**config.mk**
```make
export PLATFORM = sky130hd
export DESIGN_NAME = muldiv_unit
export DESIGN_NICKNAME = d
export VERILOG_FILES = /design/src/rtl/muldiv_unit.sv
export SDC_FILE = /design/constraint.sdc
export NUM_CORES = 1
export LEC_CHECK = 0
export CORE_MARGIN = 5
export CORE_UTILIZATION = 40
export CTS_BUF_LIST = sky130_fd_sc_hd__clkbuf_2 sky130_fd_sc_hd__clkbuf_4 sky130_fd_sc_hd__clkbuf_8
export DETAILED_ROUTE_END_ITERATION = 8
export MAX_ROUTING_LAYER = met4
export PLACE_DENSITY_LB_ADDON = 0.05
export RECOVER_POWER = 100
export SLEW_MARGIN = 40
export SYNTH_ARGS = -nofsm -noshare
export SYNTH_HDL_FRONTEND = slang
export SYNTH_SLANG_ARGS = --single-unit
```
**constraint.sdc**
```tcl
create_clock -name clk -period 12.7 [get_ports clk]
set_input_delay 1.905 -clock clk [delete_from_list [all_inputs] [get_ports clk]]
set_output_delay 1.905 -clock clk [all_outputs]
set_load 0.1 [all_outputs]
```
**src/rtl/muldiv_unit.sv**
```systemverilog
// muldiv_unit: iterative multiply / signed-divide engine.
// Each accepted operation spends WIDTH cycles in RUN, doing one bit per cycle.
// It then spends one cycle in DONE, where valid pulses and result is final.
//
// Ports:
//   clk     rising-edge clock
//   rst     synchronous active-high reset
//   start   one-cycle request, honoured only in IDLE with a legal func
//   func    5'b00010 = MUL (low word of a*b), 5'b00011 = DIV (signed quotient)
//   a, b    operands, captured at acceptance
//   result  final value, registered on the RUN->DONE edge and held afterwards
//   valid   one-cycle completion pulse (DONE state)
//   busy    high throughout RUN and DONE
module muldiv_unit #(
  parameter int WIDTH = 32
) (
  input  logic             clk,
  input  logic             rst,
  input  logic             start,
  input  logic [4:0]       func,
  input  logic [WIDTH-1:0] a,
  input  logic [WIDTH-1:0] b,
  output logic [WIDTH-1:0] result,
  output logic             valid,
  output logic             busy
);

  localparam int CW = $clog2(WIDTH) + 1;
  localparam logic [4:0] FUNC_MUL = 5'b00010;
  localparam logic [4:0] FUNC_DIV = 5'b00011;
  localparam logic [WIDTH-1:0] MIN_VAL = {1'b1, {(WIDTH-1){1'b0}}};

  typedef enum logic [1:0] {IDLE, RUN, DONE} state_t;

  state_t             state_reg, state_next;
  logic [CW-1:0]      cnt_reg;
  logic               is_div_reg;
  logic               neg_reg;
  logic [WIDTH-1:0]   a_reg, b_reg, bmag_reg;
  // MUL: {high partial product, remaining multiplier bits}.
  // DIV: low half shifts dividend bits out and quotient bits in.
  logic [2*WIDTH-1:0] acc_reg;
  logic [WIDTH:0]     rem_reg;
  logic [WIDTH-1:0]   result_reg;

  logic               legal_func;
  logic               accept;
  logic [WIDTH-1:0]   a_mag, b_mag;
  logic [WIDTH:0]     mul_sum;
  logic [2*WIDTH-1:0] mul_next;
  logic [WIDTH:0]     rem_shift;
  logic               div_ge;
  logic [WIDTH:0]     rem_next;
  logic [WIDTH-1:0]   quo_next;
  logic [WIDTH-1:0]   div_final;

  assign legal_func = (func == FUNC_MUL) || (func == FUNC_DIV);
  assign accept     = (state_reg == IDLE) && start && legal_func;

  assign a_mag = a[WIDTH-1] ? -a : a;
  assign b_mag = b[WIDTH-1] ? -b : b;

  // One shift-add step; the carry out of the upper half lands in the top bit.
  assign mul_sum  = {1'b0, acc_reg[2*WIDTH-1:WIDTH]} +
                    (acc_reg[0] ? {1'b0, a_reg} : {(WIDTH+1){1'b0}});
  assign mul_next = {mul_sum, acc_reg[WIDTH-1:1]};

  // One restoring-division step. The remainder is always below |b|, so the
  // shifted value fits in WIDTH+1 bits.
  assign rem_shift = {rem_reg[WIDTH-1:0], acc_reg[WIDTH-1]};
  assign div_ge    = rem_shift >= {1'b0, bmag_reg};
  assign rem_next  = div_ge ? (rem_shift - {1'b0, bmag_reg}) : rem_shift;
  assign quo_next  = {acc_reg[WIDTH-2:0], div_ge};

  // Final quotient, including the step being taken on the RUN->DONE edge.
  always_comb begin
    div_final = neg_reg ? -quo_next : quo_next;
    if (b_reg == '0) begin
      div_final = '1;
    end else if ((a_reg == MIN_VAL) && (b_reg == '1)) begin
      div_final = MIN_VAL;
    end
  end

  always_comb begin
    state_next = state_reg;
    case (state_reg)
      IDLE:    if (accept) state_next = RUN;
      RUN:     if (cnt_reg == '0) state_next = DONE;
      DONE:    state_next = IDLE;
      default: state_next = IDLE;
    endcase
  end

  always_ff @(posedge clk) begin
    if (rst) state_reg <= IDLE;
    else     state_reg <= state_next;
  end

  always_ff @(posedge clk) begin
    if (rst) begin
      cnt_reg    <= '0;
      is_div_reg <= 1'b0;
      neg_reg    <= 1'b0;
      a_reg      <= '0;
      b_reg      <= '0;
      bmag_reg   <= '0;
      acc_reg    <= '0;
      rem_reg    <= '0;
      result_reg <= '0;
    end else begin
      case (state_reg)
        IDLE: begin
          if (accept) begin
            cnt_reg    <= CW'(WIDTH - 1);
            is_div_reg <= (func == FUNC_DIV);
            neg_reg    <= a[WIDTH-1] ^ b[WIDTH-1];
            a_reg      <= a;
            b_reg      <= b;
            bmag_reg   <= b_mag;
            acc_reg    <= {{WIDTH{1'b0}}, (func == FUNC_DIV) ? a_mag : b};
            rem_reg    <= '0;
          end
        end
        RUN: begin
          if (cnt_reg != '0) cnt_reg <= cnt_reg - 1'b1;
          if (is_div_reg) begin
            acc_reg <= {acc_reg[2*WIDTH-1:WIDTH], quo_next};
            rem_reg <= rem_next;
          end else begin
            acc_reg <= mul_next;
          end
          if (cnt_reg == '0) begin
            result_reg <= is_div_reg ? div_final : mul_next[WIDTH-1:0];
          end
        end
        default: ;
      endcase
    end
  end

  assign result = result_reg;
  assign valid  = (state_reg == DONE);
  assign busy   = (state_reg != IDLE);

endmodule

```
==> flow_summary.ini <==
[status]
status = finished with violations
violations = capacitance limit, slew limit

[placement]
globalplace.congestion = 0.909
portBuffers = 105
dp_cells = 2528
hpwl_um = 36700

[timing]
relSlewSlack_pct = -131
final_hold_viol_count = 0
setup-violations-final = 0
fin_skew_ns = 0.0221
whs_ns = 0.456
worstMarginPinSlew_ns = 3.47
clock.fmax_ghz = 0.134
report.final.slew_viol_count = 210
min_period_ns = 7.48
fin_crit_sh_pct = 58.9
setup_tns_ns = 0
rsz0062_at_grt = false

[grt]
grt_max_degree = 83
track_usage_pct = 24.6
antenna_found_initial = 1
grt_pass1_vias = 14400
grt_pass1_wl_um = 81700
grt-ovfl-total = 0

[clock_network]
cts_inserted_buffers = 46
cts_hold_buf = 0
clkLatencyLatePin_ns = 0.60
cts.clk_slew.worst_paths_ns = 0.06
cts_tree = done
cts_buffer_depth = 3
htree_levels = 2
cts_setup_buffers = 0
root_buffer = clkbuf_8
cts_resized = 0
clock-sinks = 233

[setup_path]
crit_path_frequent_cell = clkbuf_1
crit_required_ns = 13.02
r2r-start = bmag_reg[6]$_SDFFE_PP0P_
cp-end-kind = flop
path_cells = clkbuf_1 -> clkbuf_1 -> nor2_1 -> o21ai_0 -> o32ai_1
rr_endpoint = result[12]$_SDFFE_PP0P_
critPathArrivalTime_ns = 7.80
worstSetupStartpointType = input port
critPathBufInv = 2
crit_fanout = 70
crit_path_max_incr_delay_ns = 2.58
r2r_setup_slack_ns = 8.31
critPathSlowestCell = clkbuf_1
critPathKind = in2reg
r2r_cells = 18
cp_top_family = buffers and inverters

[finish]
largest_reg_flops = 64
nNetsFinal = 2208
syn_to_final_growth_pct = 14.0
layout_common_cells = nand2_1, dfxtp_1, a21oi_1, nor2_1, a211oi_1
drive_above_1_share_pct = 6.81
final_common_cell = nand2_1
layout.cells.non_filler = 2612

[synthesis]
ys_ff_latch = 233
synthCells = 2036
synthFlopType = dfxtp_1
synth_edf_count = 0
syn_area_per_cell_um2 = 7.56
yosysSeqAreaShare_pct = 30.3
async_reset_ff_share_pct = 0
yosysUniqueCellTypes = 63
ys_warn_count = 0
syn-num-nets = 2179
syn_area_mm2 = 0.0154

[detailed_routing]
first_iter_violations = 1258
totalWireLength_um = 51900
via_per_inst = 5.83
final_antenna_net_count = 0
vias = 15200
drc = 0
drt_pass1_iterations = 5
wire_per_inst_um = 19.9

[hold_path]
min_delay_path_depth = 2
worstHoldEndpoint = result[5]$_SDFFE_PP0P_
hp-class = reg2reg
hold_start = result[5]$_SDFFE_PP0P_

[floorplanning]
io_pins = 106
die_area_mm2 = 0.0425
die_height_um = 206
start_util_pct = 40.7
num_rows = 71
core_mm2 = 0.0378
fp.dieW_um = 206

[power]
p_leak_nw = 6.40
peakVddDrop_v = 0.0000720
power.total_w = 0.00191
power_density_mw_per_mm2 = 109

[run]
maxCapViolCount = 3
==> area by class of cell <==
class / count / area, um^2
inverter: 56 / 210
timing repair buffer: 129 / 1000
clock inverter: 8 / 90.1
antenna: 1 / 2.50
sequential: 233 / 4670
clock buffer: 75 / 945
fill: 3980 / 20300
multi-input combinational: 1599 / 9980
tap: 511 / 639
==> layer usage <==
layer / up-vias / part of all wire [%] / track usage [%]
met3: 72 / 5.4 / 3.73
met2: 442 / 45 / 38.4
met5: - / 0 / -
li1: 7449 / - / -
met1: 7262 / 47 / 33.7
met4: 0 / 2.1 / 5.96
==> cell families (layout without fill, tap and decap cells) <==
kind of cell,after synthesis,count (layout),share of synthesized area (%)
and+or+nand+nor,767,767,23.8
AOI/OAI and AO/OA,581,581,24.2
DFF,233,233,30.3
buffers and inverters,204,268,4.99
xor gates and xnor gates,133,133,7.57
adders and majority gates,71,71,5.87
muxes,47,47,3.23
other,0,1,0
==> worst register-to-register path, stage by stage, from the launching register on <==
cell      delay [ns]
dfxtp_1         0.34
inv_1           0.06
ha_1            0.38
a21o_1          0.20
a21o_1          0.17
a221o_1         0.35
a31o_4          0.25
a211oi_4        0.31
nor2_2          0.13
o22a_1          0.24
inv_1           0.17
ha_1            0.36
nand2_1         0.26
o41ai_1         0.43
xnor2_1         0.10
a21oi_1         0.14
nor3_1          0.06
a21oi_1         0.13
nor2_1          0.05
==> cell usage after synthesis, drive strengths merged (15+ instances only) <==
library cell | n | area, um^2
clkbuf | 138 | 518
mux2i | 26 | 260
or3 | 15 | 93.8
a31oi | 16 | 100
and2 | 36 | 225
nand4 | 29 | 181
xor2 | 73 | 639
xnor2 | 60 | 526
nor2 | 161 | 607
nor4 | 44 | 275
ha | 69 | 863
nand2 | 262 | 983
dfxtp | 233 | 4660
nand2b | 25 | 156
a211oi | 102 | 778
inv | 56 | 210
or4 | 18 | 135
a21o | 26 | 195
mux2 | 21 | 236
nand3 | 66 | 330
o21ai | 77 | 385
a21oi | 221 | 1110
nor3 | 57 | 285
o31ai | 25 | 188
and3 | 16 | 100
==> worst max path at each step <==
stage | from | to | slack [ns] | cells after the start
2_1_floorplan | b[2] | bmag_reg[30]$_SDFFE_PP0P_ | 8.29 | 10
3_3_place_gp | func[4] | acc_reg[26]$_SDFFE_PP0P_ | 7.38 | 8
3_5_place_dp | func[4] | acc_reg[24]$_SDFFE_PP0P_ | 7.32 | 8
4_1_cts | func[4] | acc_reg[24]$_SDFFE_PP0P_ | 7.96 | 8
5_1_grt | rst | result[13]$_SDFFE_PP0P_ | 4.59 | 5
6_report | rst | result[13]$_SDFFE_PP0P_ | 5.22 | 5
==> per-stage QoR <==
stage	area, um^2	setup slack, ns	util [%]
4_1_cts	17600	7.96	46.5
2_1_floorplan	15400	8.29	-
3_5_place_dp	16600	7.32	43.8
3_3_place_gp	16700	7.38	44.2
6_report	17500	5.22	46.3
5_1_grt	17500	4.59	46.3
==> power by group <==
group	internal (W)	switching, W
combinational	0.000108	0.000185
clock	0.000509	0.000353
sequential	0.000741	0.0000132
total	0.00136	0.000551
Note: power is estimated with default switching activity, not from simulation.
